$ cat src/rtl/vpu_ctrl.sv
// vpu_ctrl: tile sequencer for the VPU lanes. It latches the per-tile mode and row
// count, counts valid results on each lane, owns the per-lane bias registers, and
// flags protocol errors in a sticky err bit.
// Optional build macro VPU_CTRL_PERF_EN adds the 32-bit perf_cycles busy-cycle counter.
module vpu_ctrl #(
    parameter int unsigned VPU_WIDTH     = 4,
    parameter int unsigned DATA_WIDTH_IN = 32,
    parameter int unsigned ROW_W         = 16,
    localparam int unsigned LANE_W       = (VPU_WIDTH > 1) ? $clog2(VPU_WIDTH) : 1
) (
    input  logic                            clk,
    input  logic                            rst,
    input  logic                            cfg_start,
    input  logic                            cfg_abort,
    input  logic [2:0]                      cfg_mode,
    input  logic [ROW_W-1:0]                cfg_rows,
    input  logic                            bias_wr_en,
    input  logic [LANE_W-1:0]               bias_wr_lane,
    input  logic signed [DATA_WIDTH_IN-1:0] bias_wr_data,
    input  logic                            sys_valid_in [VPU_WIDTH],
    output logic [2:0]                      vpu_mode,
    output logic signed [DATA_WIDTH_IN-1:0] vpu_bias_data_out [VPU_WIDTH],
    output logic                            busy,
    output logic                            done,
`ifdef VPU_CTRL_PERF_EN
    output logic [31:0]                     perf_cycles,
`endif
    output logic                            err
);

    typedef enum logic [1:0] {
        S_IDLE  = 2'd0,
        S_RUN   = 2'd1,
        S_DRAIN = 2'd2,
        S_DONE  = 2'd3
    } state_t;

    state_t           state_q;
    state_t           state_d;
    logic [ROW_W-1:0] rows_q;
    logic [ROW_W-1:0] cnt_q [VPU_WIDTH];
    logic [ROW_W-1:0] cnt_d [VPU_WIDTH];

    logic start_acc_c;
    logic all_reach_c;
    logic excess_c;
    logic idle_valid_c;
    logic bias_oob_c;
    logic bias_wr_ok_c;
    logic err_set_c;

    // A start is honoured only in IDLE; abort in IDLE is ignored so start wins.
    assign start_acc_c  = (state_q == S_IDLE) && cfg_start;
    assign bias_oob_c   = 32'(bias_wr_lane) >= VPU_WIDTH;
    assign bias_wr_ok_c = bias_wr_en && (state_q == S_IDLE) && !bias_oob_c;

    // Per-lane counter update plus the completion and lane-error summaries.
    always_comb begin
        all_reach_c  = 1'b1;
        excess_c     = 1'b0;
        idle_valid_c = 1'b0;
        for (int i = 0; i < VPU_WIDTH; i++) begin
            cnt_d[i] = cnt_q[i];
            if (start_acc_c) begin
                cnt_d[i] = '0;
            end else if ((state_q == S_RUN) && sys_valid_in[i] && (cnt_q[i] < rows_q)) begin
                cnt_d[i] = cnt_q[i] + ROW_W'(1);
            end
            // Uses the updated count so final valids arriving together still finish RUN.
            if (cnt_d[i] != rows_q) begin
                all_reach_c = 1'b0;
            end
            if (((state_q == S_RUN) || (state_q == S_DRAIN)) && sys_valid_in[i]
                && (cnt_q[i] >= rows_q)) begin
                excess_c = 1'b1;
            end
            if ((state_q == S_IDLE) && sys_valid_in[i]) begin
                idle_valid_c = 1'b1;
            end
        end
    end

    // Every protocol violation that sets the sticky error flag.
    assign err_set_c = (cfg_start && (state_q != S_IDLE))
                     || excess_c
                     || idle_valid_c
                     || (bias_wr_en && ((state_q != S_IDLE) || bias_oob_c));

    // State register.
    always_ff @(posedge clk) begin
        if (rst) begin
            state_q <= S_IDLE;
        end else begin
            state_q <= state_d;
        end
    end

    // Next-state logic: a zero-row tile jumps straight to DONE; abort only in RUN/DRAIN.
    always_comb begin
        state_d = state_q;
        case (state_q)
            S_IDLE: begin
                if (cfg_start) begin
                    state_d = (cfg_rows == '0) ? S_DONE : S_RUN;
                end
            end
            S_RUN: begin
                if (cfg_abort) begin
                    state_d = S_IDLE;
                end else if (all_reach_c) begin
                    state_d = S_DRAIN;
                end
            end
            S_DRAIN: begin
                state_d = cfg_abort ? S_IDLE : S_DONE;
            end
            S_DONE: begin
                state_d = S_IDLE;
            end
            default: begin
                state_d = S_IDLE;
            end
        endcase
    end

    // Lane result counters.
    always_ff @(posedge clk) begin
        for (int i = 0; i < VPU_WIDTH; i++) begin
            if (rst) begin
                cnt_q[i] <= '0;
            end else begin
                cnt_q[i] <= cnt_d[i];
            end
        end
    end

    // Tile configuration and registered status outputs, aligned with the next state.
    always_ff @(posedge clk) begin
        if (rst) begin
            vpu_mode <= 3'b000;
            rows_q   <= '0;
            busy     <= 1'b0;
            done     <= 1'b0;
            err      <= 1'b0;
        end else begin
            if (start_acc_c) begin
                vpu_mode <= cfg_mode;
                rows_q   <= cfg_rows;
            end
            busy <= (state_d == S_RUN) || (state_d == S_DRAIN);
            done <= (state_d == S_DONE);
            if (err_set_c) begin
                err <= 1'b1;
            end
        end
    end

    // Bias registers drive the VPU directly; writes land only while idle.
    always_ff @(posedge clk) begin
        for (int i = 0; i < VPU_WIDTH; i++) begin
            if (rst) begin
                vpu_bias_data_out[i] <= '0;
            end else if (bias_wr_ok_c && (bias_wr_lane == LANE_W'(i))) begin
                vpu_bias_data_out[i] <= bias_wr_data;
            end
        end
    end

`ifdef VPU_CTRL_PERF_EN
    // Saturating count of busy cycles for the current tile; held after completion.
    always_ff @(posedge clk) begin
        if (rst) begin
            perf_cycles <= '0;
        end else if (start_acc_c) begin
            perf_cycles <= '0;
        end else if (((state_q == S_RUN) || (state_q == S_DRAIN)) && (perf_cycles != '1)) begin
            perf_cycles <= perf_cycles + 32'd1;
        end
    end
`endif

endmodule

$ cat config.mk
export PLATFORM = sky130hd
export DESIGN_NAME = vpu_ctrl
export DESIGN_NICKNAME = d
export VERILOG_FILES = /design/src/rtl/vpu_ctrl.sv
export SDC_FILE = /design/constraint.sdc
export NUM_CORES = 1
export LEC_CHECK = 0
export ABC_AREA = 1
export BUFFER_PORTS_ARGS = -buffer_cell sky130_fd_sc_hd__buf_4
export CORE_MARGIN = 2
export CORE_UTILIZATION = 57
export DETAILED_ROUTE_END_ITERATION = 10
export PLACE_DENSITY = 0.8
export SLEW_MARGIN = 30
export SYNTH_ARGS = -nofsm -noshare
export SYNTH_HDL_FRONTEND = slang
export SYNTH_SLANG_ARGS = --single-unit
$ cat constraint.sdc
create_clock -name clk -period 3.4 [get_ports clk]
set_input_delay 0.68 -clock clk [delete_from_list [all_inputs] [get_ports clk]]
set_output_delay 0.68 -clock clk [all_outputs]
set_load 0.01 [all_outputs]
==> flow_summary_export.csv <==
group,metric,value,unit
place,port_buffers,195,
detailed_routing,met1_length,16.7,mm
cells_and_area,final_core_util,0.779,
detailed_routing,dr_total_vias,13900,
logic_synthesis,synthFlopType,"dfxtp_1",
timing,fin_crit,3.33,ns
clock_network,cts.htree.levels,1,
critical_path,end_kind,"flip-flop",
critical_path,cp-start-kind,"flip-flop",
critical_path,reg2reg_from,"rows_q[1]$_SDFFE_PP0P_",
timing,maxSlewHeadroom,0.416,
floorplanning,io_pins,196,
logic_synthesis,yosysSeqAreaShare,0.360,
global_routing,grt_start_max_net_pins,88,
floorplanning,die_y,149,um
timing,slew_violations,0,
worst_hold_path,whs_path_depth,3,
timing,setup_viol,0,
logic_synthesis,netlist_area,12000,um2
logic_synthesis,ys_ff_latch,216,
power_and_ir_drop,finalPower,9620,uW
logic_synthesis,synth.top_cell.area_share,0.360,
worst_hold_path,hold_class,"in -> reg",
place,place_congestion,0.973,
detailed_routing,first_pass_iters,6,
critical_path,critPathArrivalTime,3.73,ns
critical_path,cp_slowest_stage_delay,0.34,ns
critical_path,reg2reg_depth,30,
detailed_routing,maxUsedRoutingLayer,"met5",
timing,fin_skew,0.0185,ns
detailed_routing,wl_met3,4.18,mm
flow_run,cap_violations,0,
logic_synthesis,postSynthAreaPerCell,6.57,um2
detailed_routing,drc,0,
floorplanning,rows,53,
floorplanning,die_x,149,um
worst_hold_path,min-delay-start,"bias_wr_data[16]",
logic_synthesis,ys_warn_count,0,
clock_network,cts_tree,"yes",
detailed_routing,routed_wl,42.7,mm
cells_and_area,stdcell_count,2435,
detailed_routing,wl_met2,20.1,mm
place,dp_cells,2371,
timing,period_share,0.980,
cells_and_area,nNetsFinal,2278,
critical_path,reg2reg_slack,0.07,ns
logic_synthesis,syn-num-nets,1966,
clock_network,cts_sinks,216,
floorplanning,start_util,0.576,
clock_network,clock_latency,0.55,ns
place,dp_hpwl,30.2,mm
cells_and_area,layout_common_cells,"nor2_1 (403), nand2_1 (366), buf_4 (339), dfxtp_1 (203), o21ai_0 (156)",
critical_path,cp_slowest_cell,"dfxtp_1",
place,placed_cell_area,14700,um2
cells_and_area,antenna_cells,0,
power_and_ir_drop,peakVddDrop,516,uV
global_routing,antenna_found_initial,1,
global_routing,grt_use_total,0.359,
worst_hold_path,holdPathEnd,"vpu_bias_data_out[16]$_SDFFE_PP0P_",
power_and_ir_drop,leakagePower,0.00779,uW
clock_network,clock_path_buffers,3,
critical_path,cpMostUsedCell,"nand2_1",
critical_path,crit_fanout,7,
logic_synthesis,synth_edf_count,0,
cells_and_area,drive_above_1_share,0.255,
global_routing,grt_pass1_vias,12600,
clock_network,cts_root_buf,"clkbuf_16",
critical_path,rr_endpoint,"busy$_SDFF_PP0_",
logic_synthesis,async_flop_share,0,
floorplanning,dieArea,22300,um2
detailed_routing,detail-route-antenna-nets,0,
critical_path,crit_required,3.80,ns
global_routing,grt_pass1_wl,64.3,mm
timing,hold_violations,0,
run_status,status,"complete, no violations",
clock_network,clk_pin_slew,0.06,ns
timing,rsz0062_at_grt,"true",
timing,tns,0,ns
timing,worst_pin_slew,0.876,ns
cells_and_area,fin_area,16300,um2
cells_and_area,final_common_cell,"nor2_1",
logic_synthesis,synth_area_leader_cell,"dfxtp_1",
timing,fmax,300,MHz
floorplanning,core-area,20900,um2
cells_and_area,area_growth,35.3,%
detailed_routing,wl_per_cell,17.5,um
logic_synthesis,yosys-top-cells-area,"dfxtp_1 (36%), nor2_1 (13%), nand2_1 (12%)",
power_and_ir_drop,power.density,591,nW/um2
logic_synthesis,syn_inst,1832,
detailed_routing,drtIter0Drc,1130,
detailed_routing,vias_per_cell,5.71,
logic_synthesis,synth.distinct_cells,37,
clock_network,cts_buffers,24,
critical_path,worstSetupPathType,"reg -> reg",
global_routing,grt-ovfl-total,0,
-- worst max path at each step --
stage | to | slack (ns) | start
after floorplan | busy$_SDFF_PP0_ | 0.49 | rows_q[11]$_SDFFE_PP0P_
after global placement | busy$_SDFF_PP0_ | -0.20 | rows_q[10]$_SDFFE_PP0P_
after detailed placement | busy$_SDFF_PP0_ | -0.25 | rows_q[10]$_SDFFE_PP0P_
after CTS | busy$_SDFF_PP0_ | 0.001 | rows_q[10]$_SDFFE_PP0P_
after global routing | busy$_SDFF_PP0_ | -0.15 | rows_q[1]$_SDFFE_PP0P_
final | busy$_SDFF_PP0_ | 0.07 | rows_q[1]$_SDFFE_PP0P_
-- kinds of logic (layout without fill, tap and decap cells) --
logic type / after synthesis / count (layout) / synth area share
DFF: 216 / 216 / 0.360
and+or+nand+nor: 1080 / 1081 / 0.380
xor gates and xnor gates: 25 / 25 / 0.0182
buffers and inverters: 215 / 542 / 0.0698
AOI/OAI and AO/OA: 224 / 224 / 0.0973
adders and majority gates: 72 / 72 / 0.0749
-- worst max-delay path: cells and delay by family, from the launching register on --
kind | cells | cell delay, ns
AOI/OAI and AO/OA | 2 | 0.12
and+or+nand+nor | 20 | 1.61
buffers and inverters | 6 | 0.60
DFF | 1 | 0.34
adders and majority gates | 2 | 0.52
-- report_power, final --
part | switching, uW | internal [uW]
clock | 1120 | 1460
sequential | 196 | 2830
combinational | 2460 | 1560
total | 3770 | 5850
-- cell usage after synthesis (3+ instances only) --
cell	count
clkbuf_1	57
xor2_1	9
buf_2	16
dfxtp_1	216
nor2_1	421
o21ai_1	8
nand3_1	128
o21bai_1	4
nand2_1	397
nor3_1	21
inv_2	3
buf_1	7
nor3_2	5
nand4_1	89
o21ai_0	158
a21oi_1	43
xnor2_1	16
inv_1	130
nand2_2	4
nor4_1	7
ha_1	72
-- flip-flops by register name (all words and copies together), names as in the netlist --
signal             cells
done                   1
busy                   1
err                    1
vpu_bias_data_out    128
cnt_q                 64
rows_q                16
vpu_mode               3
state_q                2
-- cell type report --
cell class | count | area, um2
sequential | 216 | 4340
clock buffer | 34 | 708
multi-input combinational | 1402 | 7380
fill | 1589 | 4610
inverter | 134 | 533
timing repair buffer | 366 | 2890
tap | 275 | 344
clock inverter | 8 | 73.8
-- metrics by stage --
| stage | setup WS, ns | hold WS [ns] |
|---|---|---|
| finish | 0.0678 | 0.386 |
| global route | -0.145 | 0.391 |
| CTS | 0.000985 | 0.379 |
| detailed placement | -0.246 | 0.499 |
| global placement | -0.204 | 0.471 |
| floorplan | 0.489 | 0.511 |
-- layer usage --
metal / track usage / vias up
li1: - / 6633
met1: 0.443 / 6442
met2: 0.601 / 693
met3: 0.0869 / 123
met4: 0.144 / 2
met5: 0 / -
-- repair_timing --
item | CTS | global route
hold buffers | 0 | 0
endpoints found under the setup margin | 2 | 4
gates cloned | 1 | 2
resized for setup | 18 | 145
setup buffers | 1 | 18
pin swaps | 3 | 49
Power figures use the tool's default switching activity.
